<file path="src/rtl/counter_cmd_arbiter_if.sv">
// Request-side bundle of the shared-counter command scheduler: per-requester
// strobes and commands in, pending status and grant pulses back.
interface counter_cmd_arbiter_if #(
  parameter int unsigned N_REQ = 4
);
  logic [N_REQ-1:0]   req_valid;
  logic [2*N_REQ-1:0] req_cmd;
  logic [N_REQ-1:0]   req_busy;
  logic [N_REQ-1:0]   grant;

  modport master (
    output req_valid,
    output req_cmd,
    input  req_busy,
    input  grant
  );

  modport slave (
    input  req_valid,
    input  req_cmd,
    output req_busy,
    output grant
  );
endinterface

</file>
<file path="src/rtl/counter_cmd_arbiter.sv">
// Round-robin scheduler serialising UP/DOWN/CLEAR commands from N_REQ sources
// onto one shared counter, with registered grant and event pulses.
module counter_cmd_arbiter #(
  parameter int unsigned N_REQ = 4,
  parameter int unsigned WIDTH = 8
) (
  input  logic                 sys_clk,
  input  logic                 reset,
  input  logic                 enable,
  input  logic [WIDTH-1:0]     cmp_value,
  input  logic                 ovf_clear,
  counter_cmd_arbiter_if.slave bus,
  output logic [WIDTH-1:0]     count,
  output logic                 evt_zero,
  output logic                 evt_cmp,
  output logic                 evt_wrap,
  output logic [N_REQ-1:0]     overflow
);

  localparam int unsigned IdxW = (N_REQ > 1) ? $clog2(N_REQ) : 1;

  typedef enum logic [1:0] {
    CmdNone  = 2'b00,
    CmdUp    = 2'b01,
    CmdDown  = 2'b10,
    CmdClear = 2'b11
  } cmd_e;

  cmd_e [N_REQ-1:0] slot_q, slot_d;
  logic [IdxW-1:0]  last_q, last_d;
  logic [WIDTH-1:0] count_q, count_d;
  logic [N_REQ-1:0] grant_q, grant_d;
  logic [N_REQ-1:0] ovf_q, ovf_d;
  logic             zero_q, zero_d, cmp_q, cmp_d, wrap_q, wrap_d;

  logic             gnt_found;
  logic [IdxW-1:0]  gnt_idx;
  int unsigned      arb_idx;
  cmd_e             cmd_sel;
  logic [WIDTH-1:0] result;
  logic             result_wrap;

  // Rotating-priority search starting just after the last winner.
  always_comb begin
    gnt_found = 1'b0;
    gnt_idx   = last_q;
    arb_idx   = 0;
    if (enable) begin
      for (int unsigned k = 1; k <= N_REQ; k++) begin
        arb_idx = (32'(last_q) + k) % N_REQ;
        if (!gnt_found && slot_q[arb_idx] != CmdNone) begin
          gnt_found = 1'b1;
          gnt_idx   = IdxW'(arb_idx);
        end
      end
    end
  end

  always_comb begin
    cmd_sel     = slot_q[gnt_idx];
    result      = count_q;
    result_wrap = 1'b0;
    case (cmd_sel)
      CmdUp: begin
        result      = count_q + WIDTH'(1);
        result_wrap = &count_q;
      end
      CmdDown: begin
        result      = count_q - WIDTH'(1);
        result_wrap = ~|count_q;
      end
      CmdClear: result = '0;
      default:  result = count_q;
    endcase
  end

  always_comb begin
    count_d = count_q;
    last_d  = last_q;
    grant_d = '0;
    zero_d  = 1'b0;
    cmp_d   = 1'b0;
    wrap_d  = 1'b0;
    if (gnt_found) begin
      count_d = result;
      last_d  = gnt_idx;
      grant_d = N_REQ'(1) << gnt_idx;
      zero_d  = (result == '0);
      cmp_d   = (result == cmp_value);
      wrap_d  = result_wrap;
    end
  end

  // A slot emptied by this edge's grant may be reloaded on the same edge.
  always_comb begin
    slot_d = slot_q;
    ovf_d  = ovf_clear ? '0 : ovf_q;
    for (int unsigned i = 0; i < N_REQ; i++) begin
      if (grant_d[i]) begin
        slot_d[i] = CmdNone;
      end
      if (bus.req_valid[i] && bus.req_cmd[2*i +: 2] != 2'b00) begin
        if (slot_d[i] == CmdNone) begin
          slot_d[i] = cmd_e'(bus.req_cmd[2*i +: 2]);
        end else begin
          ovf_d[i] = 1'b1;
        end
      end
    end
  end

  always_ff @(posedge sys_clk or posedge reset) begin
    if (reset) begin
      slot_q  <= {N_REQ{CmdNone}};
      last_q  <= IdxW'(N_REQ - 1);
      count_q <= '0;
      grant_q <= '0;
      ovf_q   <= '0;
      zero_q  <= 1'b0;
      cmp_q   <= 1'b0;
      wrap_q  <= 1'b0;
    end else begin
      slot_q  <= slot_d;
      last_q  <= last_d;
      count_q <= count_d;
      grant_q <= grant_d;
      ovf_q   <= ovf_d;
      zero_q  <= zero_d;
      cmp_q   <= cmp_d;
      wrap_q  <= wrap_d;
    end
  end

  always_comb begin
    bus.req_busy = '0;
    for (int unsigned i = 0; i < N_REQ; i++) begin
      bus.req_busy[i] = (slot_q[i] != CmdNone);
    end
  end

  assign bus.grant = grant_q;
  assign count     = count_q;
  assign evt_zero  = zero_q;
  assign evt_cmp   = cmp_q;
  assign evt_wrap  = wrap_q;
  assign overflow  = ovf_q;

endmodule
</file>
<file path="src/flat_wrapper.sv">
// flat-port wrapper written by rule: the top's interface ports become plain ports
module counter_cmd_arbiter_flat 
#(
  parameter int unsigned N_REQ = 4,
  parameter int unsigned WIDTH = 8
)
  (sys_clk, reset, enable, cmp_value, ovf_clear, count, evt_zero, evt_cmp, evt_wrap, overflow, bus_req_valid, bus_req_cmd, bus_req_busy, bus_grant);
  counter_cmd_arbiter_if #(.N_REQ(N_REQ)) bus_i ();
  input  logic sys_clk;
  input  logic reset;
  input  logic enable;
  input  logic [WIDTH-1:0] cmp_value;
  input  logic ovf_clear;
  output logic [WIDTH-1:0] count;
  output logic evt_zero;
  output logic evt_cmp;
  output logic evt_wrap;
  output logic [N_REQ-1:0] overflow;
  input wire logic [$bits(bus_i.req_valid)-1:0] bus_req_valid;
  input wire logic [$bits(bus_i.req_cmd)-1:0] bus_req_cmd;
  output wire logic [$bits(bus_i.req_busy)-1:0] bus_req_busy;
  output wire logic [$bits(bus_i.grant)-1:0] bus_grant;
  assign bus_i.req_valid = bus_req_valid;
  assign bus_i.req_cmd = bus_req_cmd;
  assign bus_req_busy = bus_i.req_busy;
  assign bus_grant = bus_i.grant;
  counter_cmd_arbiter #(.N_REQ(N_REQ), .WIDTH(WIDTH)) u_core (.sys_clk(sys_clk), .reset(reset), .enable(enable), .cmp_value(cmp_value), .ovf_clear(ovf_clear), .bus(bus_i), .count(count), .evt_zero(evt_zero), .evt_cmp(evt_cmp), .evt_wrap(evt_wrap), .overflow(overflow));
endmodule
</file>
<file path="config.mk">
export PLATFORM = sky130hd
export DESIGN_NAME = counter_cmd_arbiter_flat
export DESIGN_NICKNAME = d
export VERILOG_FILES = /design/src/rtl/counter_cmd_arbiter_if.sv /design/src/rtl/counter_cmd_arbiter.sv /design/src/flat_wrapper.sv
export SDC_FILE = /design/constraint.sdc
export NUM_CORES = 1
export LEC_CHECK = 0
export BUFFER_PORTS_ARGS = -buffer_cell sky130_fd_sc_hd__buf_2
export CAP_MARGIN = 20
export CORE_MARGIN = 3
export CORE_UTILIZATION = 39
export DETAILED_ROUTE_END_ITERATION = 6
export PLACE_DENSITY = 0.65
export SLEW_MARGIN = 20
export SYNTH_ARGS = -nofsm -noshare
export SYNTH_HDL_FRONTEND = slang
export SYNTH_SLANG_ARGS = --single-unit
</file>
<file path="constraint.sdc">
create_clock -name sys_clk -period 5.7 [get_ports sys_clk]
set_input_delay 1.14 -clock sys_clk [delete_from_list [all_inputs] [get_ports sys_clk]]
set_output_delay 1.14 -clock sys_clk [all_outputs]
set_load 0.01 [all_outputs]
</file>
Yosys cells after proc, flatten, opt, wreduce, memory -nomap -nowiden
Cells that the tools add are included.
{"block": "totals", "ff_bits": 29, "latchBits": 0, "ram_bits": 0, "mem_bits_ro": 0, "output_inout_bits": 23, "elab_cells": 107, "mem_count": 0}
{"block": "op_classes", "n_addsub": 6, "mul": 0, "n_div": 0, "magnitude_cmp": 5, "eq_ne": 4, "shifts": 1, "n_mux": 50, "n_bitwise": 0, "reduce_logical": 30}
{"cell": "$mux 2", "count": 22}
{"cell": "$pmux 8 s3", "count": 1}
{"cell": "$reduce_bool 2->1", "count": 12}
{"cell": "$bmux 2 s2", "count": 5}
{"cell": "$mux 1", "count": 19}
{"cell": "$lt 2x3->1 const B", "count": 5}
{"cell": "$add 8x1->8 const B", "count": 1}
{"cell": "$eq 8x8->1", "count": 1}
{"cell": "$logic_not 2->1", "count": 4}
{"cell": "$logic_not 8->1", "count": 1}
{"cell": "$mux 4", "count": 2}
{"cell": "$reduce_and 8->1", "count": 1}
{"cell": "$reduce_or 8->1", "count": 1}
{"cell": "$sub 8x1->8 const B", "count": 1}
{"cell": "$logic_and 1x1->1", "count": 7}
{"cell": "$add 2x1->2 const B", "count": 2}
{"cell": "$add 2x2->2 const B", "count": 2}
{"cell": "$eq 2x2->1 const B", "count": 2}
{"cell": "$logic_not 1->1", "count": 4}
{"cell": "$shl 1x2->4 const A", "count": 1}
{"cell": "$eq 2x1->1 const B", "count": 1}
{"cell": "$pmux 1 s2", "count": 1}

Logic depth before layout (Yosys ltp)
Gate-level depths: netlist of run 1.
{"block": "depth", "word_depth": 24, "ltp_mapped": 21}

Worst setup path before layout of run 1
Ideal clock, no wire load.
{"block": "synth_timing", "path_kind": "in2reg", "from": "input port enable", "to": "register u_core.cmp_q, in the netlist u_core.evt_cmp", "setup_time_ps": 111, "t_arrival_ps": 4927, "t_required_ps": 5589, "slack_ps": 662, "stages": 17, "path_buffers": 3, "cell_sequence": "buf_2 -> nand2_1 -> nor2_1 -> a221oi_2 -> and2_1 -> clkbuf_1 -> mux2i_1 -> inv_1 -> ha_1 -> clkbuf_1 -> xor2_1 -> ha_1 -> or4_1 -> a211o_1 -> nand4_1 -> or4b_1 -> a2111oi_2"}
{"block": "synth_between", "elab_chain_len": 7, "word_cells_on_any_way": 10, "cone_classes": "eq/ne (4); mux (6)"}
{"item": "start: declaration", "line_no": "flat_wrapper.sv:11", "source": "input logic enable;"}
{"item": "$mux 2", "line_no": "counter_cmd_arbiter.sv:48", "source": "if (enable) begin"}
{"item": "$bmux 2 s2", "line_no": "counter_cmd_arbiter.sv:60", "source": "cmd_sel = slot_q[gnt_idx];"}
{"item": "$mux 2 (not written as such)", "line_no": "counter_cmd_arbiter.sv:60"}
{"item": "$eq 2x2->1 / $eq 2x1->1 (equally long branches)", "line_no": "counter_cmd_arbiter.sv:63", "source": "case (cmd_sel)"}
{"item": "$pmux 8 s3", "line_no": "counter_cmd_arbiter.sv:63"}
{"item": "$eq 8x8->1", "line_no": "counter_cmd_arbiter.sv:89", "source": "cmp_d = (result == cmp_value);"}
{"item": "$mux 1 (*)", "line_no": "counter_cmd_arbiter.sv:84", "source": "if (gnt_found) begin"}
{"item": "named net u_core.cmp_d", "line_no": "counter_cmd_arbiter.sv:34", "source": "logic zero_q, zero_d, cmp_q, cmp_d, wrap_q, wrap_d;"}
{"item": "end signal: assignment", "line_no": "counter_cmd_arbiter.sv:129", "source": "cmp_q <= cmp_d;"}
{"item": "end: declaration", "line_no": "counter_cmd_arbiter.sv:34"}
The timed path passes the listed nets; every way through them passes the cells marked *. The select of a mux whose other input is x is not followed.
A chain may end at the register's enable or synchronous reset.

Worst setup path after layout of run 1
Ends and elaborated chain as after synthesis.

==> out/summary.txt, run 1 <==
status = complete, no violations
Final TNS setup = 0 ns
Seq/Total Area, Yosys = 0.301
Die H = 84.8 um
MaxCap Viol Count = 0
CP max FO = 15
Longest Clk Path Bufs = 2
Clock Skew = 0.0101 ns
first-pass detailed-route iteration total = 5
Layout area overhead = 17.0%
H-tree depth = 2
minimum clock period = 5.12 ns
HP Class = register to register
Top Family by Delay on Critical Path = simple AND/OR/NAND/NOR gates
Fillers = 579
1st-iter DRT viols = 331
# hold bufs at CTS = 0
share of cells above drive strength 1 = 0.216
#FFs+latches synth = 29
Die ar. = 7190 um^2
ANT cells = 0
worst path required time = 5.88 ns
initial antenna violation count = 0
Port-buffer cells = 46
clock latency at the later pin of the worst-skew pair = 0.29 ns
Fmax = 0.195 GHz
post-CTS setup buffers = 0
first-pass GRT wire length = 11.9 mm
I/O Pins = 47
all-layer global routing usage = 0.206
Die Wd = 84.8 um
Syn. warnings = 0
Final Instance Area = 2840 um^2
placed cell area = 2720 um^2
Multi-input gate area = 1550 um^2
Setup crit end kind = register
Finished Core Util = 0.476
Slew @ Worst Pin = 0.645 ns
Clock transition at path regs = 0.08 ns
unrepaired setup endpoints after global routing = no
CP cell instances = buf_2 > nand2_1 > nor2_1 > a221oi_2 > and2_1 > mux2i_1 > inv_1 > ha_1 > xor2_1 > ha_1 > o21a_1 > o21a_1 > nor2_1 > nor3_1 > xnor2_1 > mux2i_1 > or4b_1 > a2111oi_2
Mapped Area = 2420 um^2
vias post-DR = 2618
vias in the first global route = 2276
Setup crit start kind = input port
CTS tree = done
antenna-violating nets left = 0
largest net degree at the start of global routing = 30
share of synthesized registers carrying an async set or reset = 1.00
fin. max-slew vios = 0
GPL Wtd Cong = 0.933
CTS Root Cell = clkbuf_8
Buf/Inv on CP = 2
syn_nets = 335
pre-CTS WS = 0.361 ns
register area = 728 um^2
Period Utilization, post-route = 0.899
CTS Buf Count = 5
crit path DAT = 5.30 ns
library cells used by synthesis = 68
Post-Synthesis Cells = 306
clock sinks = 29
Worst Slack Setup Final = 0.577 ns
Slowest-stage cell, CP = or4b_1
Total Wirelength = 7.16 mm
Synth Area per Inst = 7.92 um^2
main flop type after synthesis = dfrtp_1
vias per cell = 6.13
Worst slew margin = 0.567
floorplan row count = 28
kind of critical path = input port to register
DP HPWL = 5.29 mm
DR WL/cell = 16.8 um
initial core utilization = 0.407
gr ovfl total = 0
DRC = 0
slowest stage delay, CP = 0.54 ns
final setup fails = 0
Final #Nets = 380
final hold vios = 0
post-CTS sizing = 0
core outline area = 5960 um^2
Post-synth EDFFs = 0
routing by layer:
layer | part of all wire | track usage | up-vias
met1 | 0.46 | 0.302 | 1247
li1 | - | - | 1225
met4 | 0.025 | 0.0806 | 0
met2 | 0.44 | 0.296 | 127
met3 | 0.074 | 0.0437 | 19
met5 | 0 | 0 | -
placed cells by master (no fill, tap or decap), types with 3 or more instances in the layout:
cell type,count
mux2i_1,10
xor2_1,3
ha_1,5
o211ai_1,3
dfrtp_1,27
xnor2_1,3
o21a_1,3
nor3_1,9
a31oi_1,5
a21o_1,3
nor4_1,3
nand3_1,16
clkbuf_8,5
nand2_1,38
a21oi_1,16
nand2b_1,3
o31ai_1,5
buf_4,3
inv_1,24
or4_1,3
nand4_1,3
buf_2,46
o21ai_0,17
nor2_1,30
o211a_1,3
o2111ai_1,5
o21ai_1,3
or2_2,3
or3_1,4
worst min-delay path: cells and delay by family, from the launching register on:
kind / cells / cell delay, ns
AO/OA/AOI/OAI: 1 / 0.07
buffers and inverters: 1 / 0.05
flip-flops: 1 / 0.37
final timing paths:
check                                   start                  to  slack, ns  cells after the start
setup / recovery                       enable      u_core.evt_cmp       0.58                     18
hold / removal             u_core.overflow[1]  u_core.overflow[1]       0.53                      2
setup reg to reg             u_core.slot_q[4]      u_core.evt_cmp       0.63                     17
hold reg to reg            u_core.overflow[1]  u_core.overflow[1]       0.53                      2
max in group asynchronous               reset    u_core.last_q[1]       4.47                      3
min in group asynchronous               reset     u_core.count[3]       0.91                      3
sequential cells by signal (all words and copies together), names as in the netlist:
register / cells
u_core.evt_wrap: 1
u_core.last_q: 2
u_core.slot_q: 8
u_core.evt_cmp: 1
u_core.evt_zero: 1
u_core.count: 8
u_core.overflow: 4
u_core.bus.grant: 4
cells in the mapped netlist (4+ instances only):
library cell | count | share of area
o21ai_0 | 17 | 0.035
nand3_1 | 16 | 0.033
or3_1 | 4 | 0.010
a31oi_1 | 5 | 0.013
ha_1 | 5 | 0.026
nor2_1 | 30 | 0.046
mux2i_1 | 10 | 0.041
clkbuf_1 | 7 | 0.011
inv_1 | 24 | 0.037
o31ai_1 | 5 | 0.015
a21oi_1 | 16 | 0.033
nor3_1 | 9 | 0.019
o2111ai_1 | 5 | 0.018
dfrtp_1 | 27 | 0.28
nand2_1 | 38 | 0.059
through the flow:
stage | hold slack [ns] | instances
2_1_floorplan | 0.549 | 306
3_3_place_gp | 0.509 | 419
3_5_place_dp | 0.510 | 419
4_1_cts | 0.533 | 427
5_1_grt | 0.548 | 427
6_report | 0.528 | 427
final cells by class:
type,instances,share of cell area
Multi-Input combinational cell,240,0.545
Sequential cell,29,0.257
Timing Repair Buffer,49,0.0891
Inverter,26,0.0353
Tap cell,75,0.0331
Clock buffer,5,0.0243
Clock inverter,3,0.0163
cells by family after synthesis:
logic type               share of synthesized area
AO/OA/AOI/OAI                                0.285
XOR/XNOR                                    0.0217
adder cells (fa/ha/maj)                     0.0258
buffers and inverters                       0.0615
flip-flops                                   0.301
multiplexers                                0.0413
AND/OR/NAND/NOR                              0.264
Power of run 1 is not shown: default switching activity piles up to over one toggle a cycle in this logic, so the estimate is an artifact.
==> inputs of run 2 (changes only) <==
Settings changed: CELL_PAD_IN_SITES_DETAIL_PLACEMENT set to 1, CELL_PAD_IN_SITES_GLOBAL_PLACEMENT set to 2, CORE_UTILIZATION 39 to 32, PLACE_DENSITY 0.65 to 0.85.
==> run 2 against run 1 <==
  * Highest routed layer unchanged
  * Utilization fell by 8.3 points
  * Worst setup slack improved by 0.14 ns
  * Final cell count rose by 5.4%
  * Largest cell class unchanged
==> out/summary.txt, run 2 (same netlist as run 1, synthesis figures left out) <==
Total Wirelength = 8.34 mm (was 7.16 mm)
gr ovfl total = 0 (unchanged)
Longest Clk Path Bufs = 2 (unchanged)
all-layer global routing usage = 0.201 (was 0.206)
vias per cell = 5.68 (was 6.13)
H-tree depth = 2 (unchanged)
r2r endpoint = u_core.evt_cmp (unchanged)
initial core utilization = 0.332 (was 0.407)
share of cells above drive strength 1 = 0.214 (was 0.216)
Port-buffer cells = 46 (unchanged)
reg2reg path depth = 17 (unchanged)
Setup crit start kind = register (was input port)
vias post-DR = 2558 (was 2618)
crit path DAT = 5.16 ns (was 5.30 ns)
DRC = 0 (unchanged)
Period Utilization, post-route = 0.874 (was 0.899)
ANT cells = 0 (unchanged)
most common cell after layout, fill and taps aside = buf_2 (unchanged)
DR WL/cell = 18.5 um (was 16.8 um)
reg2reg setup slack = 0.72 ns (was 0.63 ns)
Die ar. = 8650 um^2 (was 7190 um^2)
routed length on met3 = 514 um (was 528 um)
DP HPWL = 6.37 mm (was 5.29 mm)
Clock Skew = 0.00813 ns (was 0.0101 ns)
Worst slew margin = 0.395 (was 0.567)
CP max FO = 10 (was 15)
final setup fails = 0 (unchanged)
fin. max-slew vios = 0 (unchanged)
antenna-violating nets left = 0 (unchanged)
CTS Root Cell = clkbuf_8 (unchanged)
MaxCap Viol Count = 0 (unchanged)
Final TNS setup = 0 ns (unchanged)
Finished Layout Cells = 450 (was 427)
final hold vios = 0 (unchanged)
vias in the first global route = 2649 (was 2276)
post-CTS setup buffers = 0 (unchanged)
first-pass GRT wire length = 13.9 mm (was 11.9 mm)
Min-Delay Path Depth = 2 (unchanged)
Layout area overhead = 18.2% (was 17.0%)
first-pass detailed-route iteration total = 4 (was 5)
Final #Nets = 379 (was 380)
1st-iter DRT viols = 152 (was 331)
post-CTS sizing = 0 (unchanged)
# hold bufs at CTS = 0 (unchanged)
I/O Pins = 47 (unchanged)
GPL Wtd Cong = 0.957 (was 0.933)
status = complete, no violations (unchanged)
placed cells = 442 (was 419)
R2R Path Start = u_core.slot_q[6] (was u_core.slot_q[4])
Die H = 93.0 um (was 84.8 um)
placed cell area = 2740 um^2 (was 2720 um^2)
Hold Path End = u_core.overflow[0] (was u_core.overflow[1])
Fmax = 0.201 GHz (was 0.195 GHz)
Min Hold Slack = 0.525 ns (was 0.528 ns)
highest routed metal layer = met4 (unchanged)
unrepaired setup endpoints after global routing = no (unchanged)
HP Class = register to register (unchanged)
kind of critical path = register to register (was input port to register)
worst path required time = 5.87 ns (was 5.88 ns)
Setup crit end kind = register (unchanged)
worst hold start = u_core.overflow[0] (was u_core.overflow[1])
initial antenna violation count = 0 (unchanged)
Slew @ Worst Pin = 0.901 ns (was 0.645 ns)
clock sinks = 29 (unchanged)
Clock transition at path regs = 0.08 ns (about the same)
clock latency at the later pin of the worst-skew pair = 0.29 ns (about the same)
minimum clock period = 4.98 ns (was 5.12 ns)
floorplan row count = 31 (was 28)
CTS tree = done (unchanged)
most frequent cells in the layout = 46 x buf_2, 38 x nand2_1, 30 x nor2_1 (unchanged)
largest net degree at the start of global routing = 30 (unchanged)
DRT met1 WL = 3.85 mm (was 3.30 mm)
Final Instance Area = 2860 um^2 (was 2840 um^2)
core outline area = 7290 um^2 (was 5960 um^2)
WL met2 = 3.82 mm (was 3.15 mm)
Die Wd = 93.0 um (was 84.8 um)
CTS Buf Count = 5 (unchanged)
run 2: area by class of cell:
class | instances | area, um^2
tap | 99 | 124
inverter | 26 | 100
sequential | 29 | 728
multi-input combinational | 240 | 1550
fill | 940 | 4430
timing repair buffer | 48 | 245
clock buffer | 6 | 82.6
clock inverter | 2 | 37.5
run 2: worst max-delay path: stages (launching register included):
cell and delay, ns:
dfrtp_1 0.52, or4_4 0.60, a31oi_1 0.18, a41o_1 0.42
inv_4 0.14, mux2i_1 0.16, mux2i_1 0.25, ha_1 0.32
inv_1 0.18, or2_2 0.33, o21ai_0 0.08, a21o_1 0.16
nor4_1 0.06, nor3_1 0.22, xnor2_1 0.24, mux2i_1 0.13
or4b_1 0.57, a2111oi_2 0.31
run 2: how the worst max path moves through the flow:
stage,start,end,slack (ns),depth (start not counted)
floorplan,enable,u_core.evt_cmp,0.66,17
global placement,enable,u_core.evt_cmp,0.70,17
detailed placement,enable,u_core.evt_cmp,0.56,18
CTS,u_core.slot_q[6],u_core.evt_cmp,0.70,17
global route,u_core.slot_q[6],u_core.evt_cmp,0.32,17
finish,u_core.slot_q[6],u_core.evt_cmp,0.72,17
run 2: per-layer routing:
| layer | track usage | up-vias |
|---|---|---|
| met5 | 0 | - |
| met4 | 0.0684 | 0 |
| met3 | 0.0290 | 18 |
| met2 | 0.317 | 84 |
| met1 | 0.282 | 1244 |
| li1 | - | 1212 |
run 2: stage by stage:
step	utilization	setup slack, ns
2_1_floorplan	-	0.662
3_3_place_gp	0.376	0.703
3_5_place_dp	0.376	0.561
4_1_cts	0.393	0.702
5_1_grt	0.393	0.324
6_report	0.393	0.715
Power of run 2 is left out for the same reason.
==> inputs of run 3 (changes only) <==
Settings changed: CORE_UTILIZATION 32 to 33, CTS_BUF_LIST set to sky130_fd_sc_hd__clkbuf_8, PLACE_DENSITY 0.85 to 0.87.
==> run 3 against run 2 <==
  * Design area hardly changed
  * First-iteration DRC count up 25%
  * Fmax is 3.5% lower
  * Non-clock buffer count grew 4
  * Register-to-register slack got worse by 0.18 ns
  * Utilization rose by 2.0 points
  * Wire length is 0.86% higher
  * Sequential cell count stayed put
  * Critical path type unchanged
  * Critical endpoint unchanged
  * Largest cell class unchanged
==> out/summary.txt, run 3 (same netlist as run 1, synthesis figures left out) <==
unrepaired setup endpoints after global routing = no (unchanged)
vias in the first global route = 2613 (was 2649)
GPL Wtd Cong = 0.872 (was 0.957)
Port-buffer cells = 46 (unchanged)
vias post-DR = 2563 (was 2558)
fin. max-slew vios = 0 (unchanged)
I/O Pins = 47 (unchanged)
Clock Skew = 0.0130 ns (was 0.00813 ns)
initial antenna violation count = 0 (unchanged)
HP Class = register to register (unchanged)
most common cell after layout, fill and taps aside = buf_2 (unchanged)
Slew @ Worst Pin = 0.832 ns (was 0.901 ns)
CTS Buf Count = 5 (unchanged)
initial core utilization = 0.349 (was 0.332)
DR WL/cell = 18.7 um (was 18.5 um)
H-tree depth = 2 (unchanged)
Multi-input gate area = 1550 um^2 (unchanged)
antenna-violating nets left = 0 (unchanged)
post-CTS setup buffers = 0 (unchanged)
DRC = 0 (unchanged)
most frequent cells in the layout = 46 x buf_2, 38 x nand2_1, 30 x nor2_1 (unchanged)
1st-iter DRT viols = 190 (was 152)
first-pass GRT wire length = 13.9 mm (about the same)
crit path DAT = 5.34 ns (was 5.16 ns)
placed cell area = 2770 um^2 (was 2740 um^2)
Worst slew margin = 0.442 (was 0.395)
minimum clock period = 5.17 ns (was 4.98 ns)
GRT met3 Usage = 0.0271 (was 0.0290)
met1 Usage GRT = 0.308 (was 0.282)
share of cells above drive strength 1 = 0.223 (was 0.214)
Setup crit start kind = register (unchanged)
layer with the highest usage = met2 (unchanged)
# hold bufs at CTS = 0 (unchanged)
placed cells = 443 (was 442)
Final TNS setup = 0 ns (unchanged)
all-layer global routing usage = 0.207 (was 0.201)
ANT cells = 0 (unchanged)
Longest Clk Path Bufs = 2 (unchanged)
gr ovfl total = 0 (unchanged)
CTS tree = done (unchanged)
vias per cell = 5.68 (about the same)
DP HPWL = 6.47 mm (was 6.37 mm)
final setup fails = 0 (unchanged)
kind of critical path = register to register (unchanged)
MaxCap Viol Count = 0 (unchanged)
Fmax = 0.194 GHz (was 0.201 GHz)
register area = 728 um^2 (unchanged)
Finished Layout Cells = 451 (was 450)
Fillers = 884 (was 940)
Die H = 91.7 um (was 93.0 um)
core outline area = 6940 um^2 (was 7290 um^2)
Layout area overhead = 18.3% (was 18.2%)
floorplan row count = 30 (was 31)
worst path required time = 5.87 ns (about the same)
Setup crit end kind = register (unchanged)
Final #Nets = 383 (was 379)
clock sinks = 29 (unchanged)
CP max FO = 15 (was 10)
final hold vios = 0 (unchanged)
Period Utilization, post-route = 0.906 (was 0.874)
largest net degree at the start of global routing = 30 (unchanged)
status = complete, no violations (unchanged)
Final Instance Area = 2870 um^2 (was 2860 um^2)
Clock transition at path regs = 0.07 ns (was 0.08 ns)
Total Wirelength = 8.42 mm (was 8.34 mm)
Die Wd = 91.7 um (was 93.0 um)
first-pass detailed-route iteration total = 4 (unchanged)
post-CTS sizing = 0 (unchanged)
CTS Root Cell = clkbuf_8 (unchanged)
Die ar. = 8400 um^2 (was 8650 um^2)
grt met2 use = 0.310 (was 0.317)
clock latency at the later pin of the worst-skew pair = 0.30 ns (was 0.29 ns)
[run 3: changes by cell type in the layout (fill, tap and decap cells not counted)]
cell,delta
buf_4,+4
bufinv_16,-1
clkinv_2,+1
clkinv_4,+1
clkinvlp_4,-1
[run 3: final timing paths]
check | end | slack, ns | startpoint | cells after the start
max | u_core.evt_cmp | 0.53 | u_core.slot_q[4] | 17
min | u_core.overflow[0] | 0.52 | u_core.overflow[0] | 2
max reg2reg | u_core.evt_cmp | 0.53 | u_core.slot_q[4] | 17
min reg2reg | u_core.overflow[0] | 0.52 | u_core.overflow[0] | 2
max in group asynchronous | u_core.last_q[1] | 4.47 | reset | 3
min in group asynchronous | u_core.slot_q[1] | 0.92 | reset | 3
[run 3: worst max-delay path, cell delays in order, from the launching register on]
cell and delay (ns):
dfrtp_1 0.46, or4_4 0.56, a31oi_1 0.20, a41o_1 0.43, inv_4 0.13, mux2i_1 0.16, mux2i_1 0.20, ha_1 0.55
inv_1 0.24, or2_2 0.35, o21ai_0 0.08, a21o_1 0.16, nor4_1 0.05, nor3_1 0.23, xnor2_1 0.26, mux2i_1 0.13
or4b_1 0.56, a2111oi_2 0.30
[run 3: cell type report]
class,instances,share of cell area
flip-flops and latches,29,0.254
inverters,26,0.0349
well taps,96,0.0419
repair buffers,52,0.0961
clock inverters,2,0.00480
clock buffers,6,0.0288
multi-input cells,240,0.539
[run 3: through the flow]
stage | setup WS (ns) | hold slack (ns) | util
5_1_grt | 0.161 | 0.583 | 0.413
4_1_cts | 0.585 | 0.532 | 0.413
6_report | 0.534 | 0.521 | 0.413
2_1_floorplan | 0.662 | 0.549 | -
3_3_place_gp | 0.487 | 0.508 | 0.399
3_5_place_dp | 0.300 | 0.522 | 0.399
[run 3: per-layer routing]
| layer | part of all wire | wire length [um] | up-vias |
|---|---|---|---|
| li1 | - | - | 1225 |
| met1 | 0.49 | 4080 | 1247 |
| met2 | 0.45 | 3820 | 81 |
| met3 | 0.048 | 400 | 10 |
| met4 | 0.014 | 115 | 0 |
| met5 | 0 | 0 | - |
Power of run 3 is left out for the same reason.
